[src/rtl/frame_sequencer_pkg.sv]
// Shared types for the frame sequencer.
//   speed_t     : speed setting at the default width
//   gen_t       : generation counter at the default width
//   seq_state_t : sequencer FSM states
package frame_sequencer_pkg;

  localparam int unsigned DefSpeedW = 4;
  localparam int unsigned DefGenW   = 32;

  typedef logic [DefSpeedW-1:0] speed_t;
  typedef logic [DefGenW-1:0]   gen_t;

  typedef enum logic [1:0] {
    StIdle,
    StStart,
    StRun,
    StSwap
  } seq_state_t;

endpackage

[src/rtl/frame_sequencer_done_collector.sv]
// Joins the renderer and a set of logic engines for one frame.
//   i_clk, i_rst_n : clock, synchronous active-low reset
//   i_load         : start of frame; clears render_seen and loads the pending mask
//   i_load_ones    : with i_load, load pending as all ones (generation launched)
//   i_sample       : done pulses are accepted only while high
//   i_render_done  : renderer done pulse
//   i_logic_done   : per-engine done pulses
//   o_all_done     : every party has reported, counting pulses present this cycle
module frame_sequencer_done_collector #(
  parameter int unsigned NumEngines = 1
) (
  input  logic                  i_clk,
  input  logic                  i_rst_n,
  input  logic                  i_load,
  input  logic                  i_load_ones,
  input  logic                  i_sample,
  input  logic                  i_render_done,
  input  logic [NumEngines-1:0] i_logic_done,
  output logic                  o_all_done
);

  logic [NumEngines-1:0] r_pending;
  logic [NumEngines-1:0] w_pending_next;
  logic                  r_render_seen;

  always_comb begin
    w_pending_next = r_pending & ~i_logic_done;
    // Include this cycle's pulses so the FSM can leave RUN without an extra cycle.
    o_all_done     = i_sample & (r_render_seen | i_render_done) & (w_pending_next == '0);
  end

  always_ff @(posedge i_clk) begin
    if (!i_rst_n) begin
      r_pending     <= '0;
      r_render_seen <= 1'b0;
    end else if (i_load) begin
      r_pending     <= i_load_ones ? '1 : '0;
      r_render_seen <= 1'b0;
    end else if (i_sample) begin
      r_pending     <= w_pending_next;
      r_render_seen <= r_render_seen | i_render_done;
    end
  end

endmodule

[src/rtl/frame_sequencer.sv]
// Frame sequencer: starts a render every frame, launches a logic generation when the
// speed divider or a single-step allows it, and swaps the double buffer once all
// engines and the renderer are done. A watchdog aborts a frame stuck in RUN.
//   clk_in, rst_n_in   : clock, synchronous active-low reset
//   render_done_in     : renderer done pulse
//   logic_done_in      : per-engine done pulses
//   speed_in           : 0 = paused, larger = faster
//   step_in            : single-generation request while paused
//   render_start_out   : render start pulse
//   logic_start_out    : engine start pulse
//   buf_swap_out       : double-buffer swap pulse
//   buf_sel_out        : front buffer index
//   gen_count_out      : completed generations
//   busy_out           : generation in flight
//   timeout_out        : sticky watchdog flag
module frame_sequencer
  import frame_sequencer_pkg::*;
#(
  parameter int unsigned NUM_ENGINES = 1,
  parameter int unsigned SPEED_W     = 4,
  parameter int unsigned TIMEOUT_W   = 24,
  parameter int unsigned GEN_W       = 32
) (
  input  logic                   clk_in,
  input  logic                   rst_n_in,
  input  logic                   render_done_in,
  input  logic [NUM_ENGINES-1:0] logic_done_in,
  input  logic [SPEED_W-1:0]     speed_in,
  input  logic                   step_in,
  output logic                   render_start_out,
  output logic                   logic_start_out,
  output logic                   buf_swap_out,
  output logic                   buf_sel_out,
  output logic [GEN_W-1:0]       gen_count_out,
  output logic                   busy_out,
  output logic                   timeout_out
);

  // RUN cycle index (0-based) on which the watchdog fires: 2^TIMEOUT_W - 1 cycles in RUN.
  localparam logic [TIMEOUT_W-1:0] WdLast = {{(TIMEOUT_W-1){1'b1}}, 1'b0};

  seq_state_t           r_state;
  logic [SPEED_W-1:0]   r_frame_cnt;
  logic                 r_step;
  logic [TIMEOUT_W-1:0] r_wd;
  logic                 r_abort;
  logic                 r_render_start;
  logic                 r_logic_start;
  logic                 r_buf_swap;
  logic                 r_buf_sel;
  logic [GEN_W-1:0]     r_gen;
  logic                 r_busy;
  logic                 r_timeout;

  logic                 w_paused;
  logic                 w_gen_due;
  logic                 w_step_next;
  logic [SPEED_W:0]     w_period;
  logic [SPEED_W:0]     w_inc;
  logic [SPEED_W-1:0]   w_frame_cnt_next;
  logic                 w_is_start;
  logic                 w_is_run;
  logic                 w_all_done;

  always_comb begin
    w_paused   = (speed_in == '0);
    w_is_start = (r_state == StStart);
    w_is_run   = (r_state == StRun);
    w_gen_due  = (!w_paused && r_frame_cnt == '0) || (w_paused && r_step);
    // Latch holds only while paused; consumed by START whether or not a new step arrives.
    w_step_next = w_paused && (step_in || (r_step && !w_is_start));
    w_period    = {1'b1, {SPEED_W{1'b0}}} - {1'b0, speed_in};
    w_inc       = {1'b0, r_frame_cnt} + {{SPEED_W{1'b0}}, 1'b1};
    if (w_paused || w_inc >= w_period) begin
      w_frame_cnt_next = '0;
    end else begin
      w_frame_cnt_next = w_inc[SPEED_W-1:0];
    end
  end

  frame_sequencer_done_collector #(
    .NumEngines(NUM_ENGINES)
  ) u_done_collector (
    .i_clk        (clk_in),
    .i_rst_n      (rst_n_in),
    .i_load       (w_is_start),
    .i_load_ones  (w_gen_due),
    .i_sample     (w_is_run),
    .i_render_done(render_done_in),
    .i_logic_done (logic_done_in),
    .o_all_done   (w_all_done)
  );

  always_ff @(posedge clk_in) begin
    if (!rst_n_in) begin
      r_state        <= StIdle;
      r_frame_cnt    <= '0;
      r_step         <= 1'b0;
      r_wd           <= '0;
      r_abort        <= 1'b0;
      r_render_start <= 1'b0;
      r_logic_start  <= 1'b0;
      r_buf_swap     <= 1'b0;
      r_buf_sel      <= 1'b0;
      r_gen          <= '0;
      r_busy         <= 1'b0;
      r_timeout      <= 1'b0;
    end else begin
      r_render_start <= 1'b0;
      r_logic_start  <= 1'b0;
      r_buf_swap     <= 1'b0;
      r_step         <= w_step_next;
      unique case (r_state)
        StIdle: r_state <= StStart;
        StStart: begin
          r_render_start <= 1'b1;
          r_wd           <= '0;
          r_abort        <= 1'b0;
          if (w_gen_due) begin
            r_logic_start <= 1'b1;
            r_busy        <= 1'b1;
          end
          r_state <= StRun;
        end
        StRun: begin
          r_wd <= r_wd + TIMEOUT_W'(1);
          // Normal completion wins over a watchdog expiring on the same cycle.
          if (w_all_done) begin
            r_state <= StSwap;
          end else if (r_wd == WdLast) begin
            r_timeout <= 1'b1;
            r_abort   <= 1'b1;
            r_state   <= StSwap;
          end
        end
        StSwap: begin
          if (r_busy && !r_abort) begin
            r_buf_swap <= 1'b1;
            r_buf_sel  <= ~r_buf_sel;
            r_gen      <= r_gen + GEN_W'(1);
          end
          r_busy      <= 1'b0;
          r_frame_cnt <= w_frame_cnt_next;
          r_state     <= StStart;
        end
        default: r_state <= StIdle;
      endcase
    end
  end

  assign render_start_out = r_render_start;
  assign logic_start_out  = r_logic_start;
  assign buf_swap_out     = r_buf_swap;
  assign buf_sel_out      = r_buf_sel;
  assign gen_count_out    = r_gen;
  assign busy_out         = r_busy;
  assign timeout_out      = r_timeout;

endmodule

[config.mk]
export PLATFORM = sky130hd
export DESIGN_NAME = frame_sequencer
export DESIGN_NICKNAME = d
export VERILOG_FILES = /design/src/rtl/frame_sequencer_pkg.sv /design/src/rtl/frame_sequencer_done_collector.sv /design/src/rtl/frame_sequencer.sv
export SDC_FILE = /design/constraint.sdc
export NUM_CORES = 1
export LEC_CHECK = 0
export ABC_CLOCK_PERIOD_IN_PS = 2400
export BUFFER_PORTS_ARGS = -buffer_cell sky130_fd_sc_hd__buf_4
export CAP_MARGIN = 10
export CORE_ASPECT_RATIO = 0.75
export CORE_MARGIN = 1.5
export CORE_UTILIZATION = 57
export CTS_BUF_LIST = sky130_fd_sc_hd__clkbuf_16
export DETAILED_ROUTE_END_ITERATION = 10
export GPL_ROUTABILITY_DRIVEN = 0
export GPL_TIMING_DRIVEN = 1
export PLACE_DENSITY = 0.78
export SLEW_MARGIN = 20
export SYNTH_ARGS = -nofsm -noshare
export SYNTH_HDL_FRONTEND = slang
export SYNTH_HIERARCHICAL = 1
export SYNTH_SLANG_ARGS = --single-unit
[constraint.sdc]
create_clock -name clk_in -period 2.4 [get_ports clk_in]
set_input_delay 0.24 -clock clk_in [delete_from_list [all_inputs] [get_ports clk_in]]
set_output_delay 0.24 -clock clk_in [all_outputs]
set_load 0.02 [all_outputs]
==> flow_metrics.env <==
export IMPL_post_cts_resize_count=0
export IMPL_ys_ff_latch=72
export IMPL_period_share_pct=86.4
export IMPL_final_nets=472
export IMPL_ir_drop_mv=0.412
export IMPL_antenna_cells=0
export IMPL_row_count=24
export IMPL_layout_drive_gt1_share_pct=16.8
export IMPL_grt_pass1_wl_mm=12.5
export IMPL_fin_setup_tns_ps=0
export IMPL_p_leak_uw=0.00163
export IMPL_worst_slack_ps=327
export IMPL_setup_violations=0
export IMPL_r2r_start="r_state[0]"
export IMPL_r2r_end="gen_count_out[30]"
export IMPL_netlist_area_um2=3420
export IMPL_grt_max_degree=32
export IMPL_insertion_delay_ps=330
export IMPL_ff_latch_area_um2=1440
export IMPL_antenna_found_initial=0
export IMPL_whs_endpoint="r_step"
export IMPL_r2r_slack_ps=330
export IMPL_p_per_area_nw_per_um2=743
export IMPL_grt_pass1_vias=2725
export IMPL_drtIter0Drc=123
export IMPL_die_h_um=70.1
export IMPL_final_cell_mix="dfxtp_1 (72), nor2_1 (57), buf_4 (54), xnor2_1 (27), nand2_1 (24)"
export IMPL_cts_buffer_depth=2
export IMPL_finalHoldViolCount=0
export IMPL_routed_wl_mm=7.11
export IMPL_die_x_um=92.5
export IMPL_final_common_cell="dfxtp_1"
export IMPL_timing_critical_path_required_ps=2660
export IMPL_multiInputGateArea_um2=1860
export IMPL_syn_nets=418
export IMPL_cts_tree="built"
export IMPL_first_pass_iters=5
export IMPL_ys_types=43
export IMPL_timing_fmax_mhz=482
export IMPL_synth_ff_type="dfxtp_1"
export IMPL_hp_class="in -> reg"
export IMPL_worstMarginPinSlew_ps=615
export IMPL_core_area_um2=5800
export IMPL_place_ws_ps=260
export IMPL_ctsHtreeMaxLevel=3
export IMPL_worstPathArrival_ps=2330
export IMPL_grt_usage_pct=24.3
export IMPL_io_pins=47
export IMPL_path_delay_family="simple AND/OR/NAND/NOR gates"
export IMPL_area_growth_pct=22.3
export IMPL_drc_errors=0
export IMPL_max_stage_delay_ps=400
export IMPL_hold_depth=3
export IMPL_rsz0062_at_grt="no"
export IMPL_min_from="step_in"
export IMPL_io_buffer_count=46
export IMPL_overflow=0
export IMPL_post_synth_top_area_cell="dfxtp_1"
export IMPL_async_flop_share_pct=0
export IMPL_min_period_ps=2070
export IMPL_synth_top_area_share_pct=42.1
export IMPL_rr_worst_depth=6
export IMPL_drv_cap=0
export IMPL_worstPathMaxFanout=9
export IMPL_critPathLaunchType="flip-flop"
export IMPL_worst_path_buf_inv=0
export IMPL_viasPerCell=5.44
export IMPL_hold_slack_ps=193
export IMPL_postRouteAntennaNets=0
export IMPL_ys_top_cells_by_area="dfxtp_1 (42%), xnor2_1 (6.9%), nor2_1 (6.3%)"
export IMPL_cts_inserted_buffers=9
export IMPL_vias=2884
export IMPL_end_kind="flip-flop"
export IMPL_dpl_hpwl_mm=4.93
export IMPL_syn_instance_count=394
export IMPL_syn_area_per_cell_um2=8.69
export IMPL_dieArea_um2=6480
export IMPL_start_util_pct=59.1
export IMPL_path_class="reg -> reg"
export IMPL_routedWlPerCell_um=13.4
export IMPL_drv_slew=0
export IMPL_ys_seq_area_share_pct=42.1
export IMPL_clock_sinks=72
export IMPL_cp_slowest_cell="dfxtp_1"
export IMPL_maxSlewHeadroom_pct=58.6
export IMPL_crit_chain="ha_1, nand3b_2, nor2_1, nand4_2, or3_1, a21oi_1"
export IMPL_status="finished clean"
export IMPL_clk_pin_slew_ps=60
export IMPL_postCtsSetupBuffers=0
export IMPL_clockRootBuffer="clkbuf_16"
export IMPL_synth_enable_flop_cells=0
export IMPL_fin_skew_ps=5.64
export IMPL_ctsHoldBuffers=0
export IMPL_nFillCells=442
export IMPL_yosysWarnings=6
state kept, by name, indices dropped and copies added, names as in the netlist:
name / cells
r_state: 2
u_done_collector/r_pending: 1
timeout_out: 1
logic_start_out: 1
r_step: 1
buf_swap_out: 1
u_done_collector/r_render_seen: 1
r_abort: 1
render_start_out: 1
busy_out: 1
gen_count_out: 32
r_wd: 24
buf_sel_out: 1
r_frame_cnt: 4
Yosys cell counts (3+ instances only):
cell type / n
and4_1: 6
xor2_1: 18
and3_1: 6
nor3b_1: 5
and2_1: 4
nor2_1: 57
mux2i_1: 3
nand2_1: 24
nand3_1: 18
ha_1: 15
or3_1: 12
a21oi_1: 20
dfxtp_1: 72
xnor2_1: 27
clkbuf_1: 9
inv_1: 22
nor4_1: 10
nand4_1: 13
nand2b_1: 4
o21ai_0: 12
nor3_1: 9
worst max-delay path by stage:
stage	startpoint	endpoint	cells after the start
6_report	r_state[0]	gen_count_out[30]	6
2_1_floorplan	r_state[0]	gen_count_out[31]	6
4_1_cts	r_state[0]	gen_count_out[30]	6
5_1_grt	r_state[0]	r_wd[18]	7
3_5_place_dp	speed_in[0]	r_frame_cnt[1]	10
3_3_place_gp	speed_in[0]	r_frame_cnt[1]	10
stage by stage:
stage,instances,cell area (um2),utilization [%],total power [uW]
after floorplan,394,3420,-,1640
after global placement,515,3880,67.0,1760
after detailed placement,515,3880,67.0,1770
after CTS,530,4190,72.2,3140
after global routing,530,4190,72.2,3250
final,530,4190,72.2,3110
layout make-up:
type                       instances  share of cell area, %
clock buffer                       9                   5.38
multi-input combinational        289                   44.4
clock inverter                     6                   1.82
timing repair buffer              54                   9.69
tap                               78                   2.33
sequential                        72                   34.4
inverter                          22                   1.97
metal layers:
metal	wire length (um)	GRT usage, %
met1	3430	32.3
met2	3200	37.1
met4	91	7.69
met3	393	8.50
met5	0	0
worst reg2reg max path, cell delays in order (launching register included):
cell and delay (ps):
dfxtp_1 400, ha_1 290, nand3b_2 210, nor2_1 310, nand4_2 280, or3_1 380, a21oi_1 140
cell families (layout without fill, tap and decap cells):
logic type / count (synthesis) / count (layout) / synth area share [%]
muxes: 5 / 5 / 1.54
adders and majority gates: 15 / 15 / 5.48
buffers and inverters: 33 / 91 / 3.65
DFF: 72 / 72 / 42.1
xor gates and xnor gates: 45 / 45 / 11.5
AOI/OAI and AO/OA: 45 / 45 / 7.71
and+or+nand+nor: 179 / 179 / 28.0
power by group:
group / total, uW / switching (uW) / internal [uW] / leakage [uW]
clock: 1360 / 470 / 890 / 0.000152
sequential: 1300 / 53.9 / 1250 / 0.000581
combinational: 443 / 262 / 181 / 0.000902
total: 3110 / 785 / 2320 / 0.00163
(Power assumes the default switching activity.)
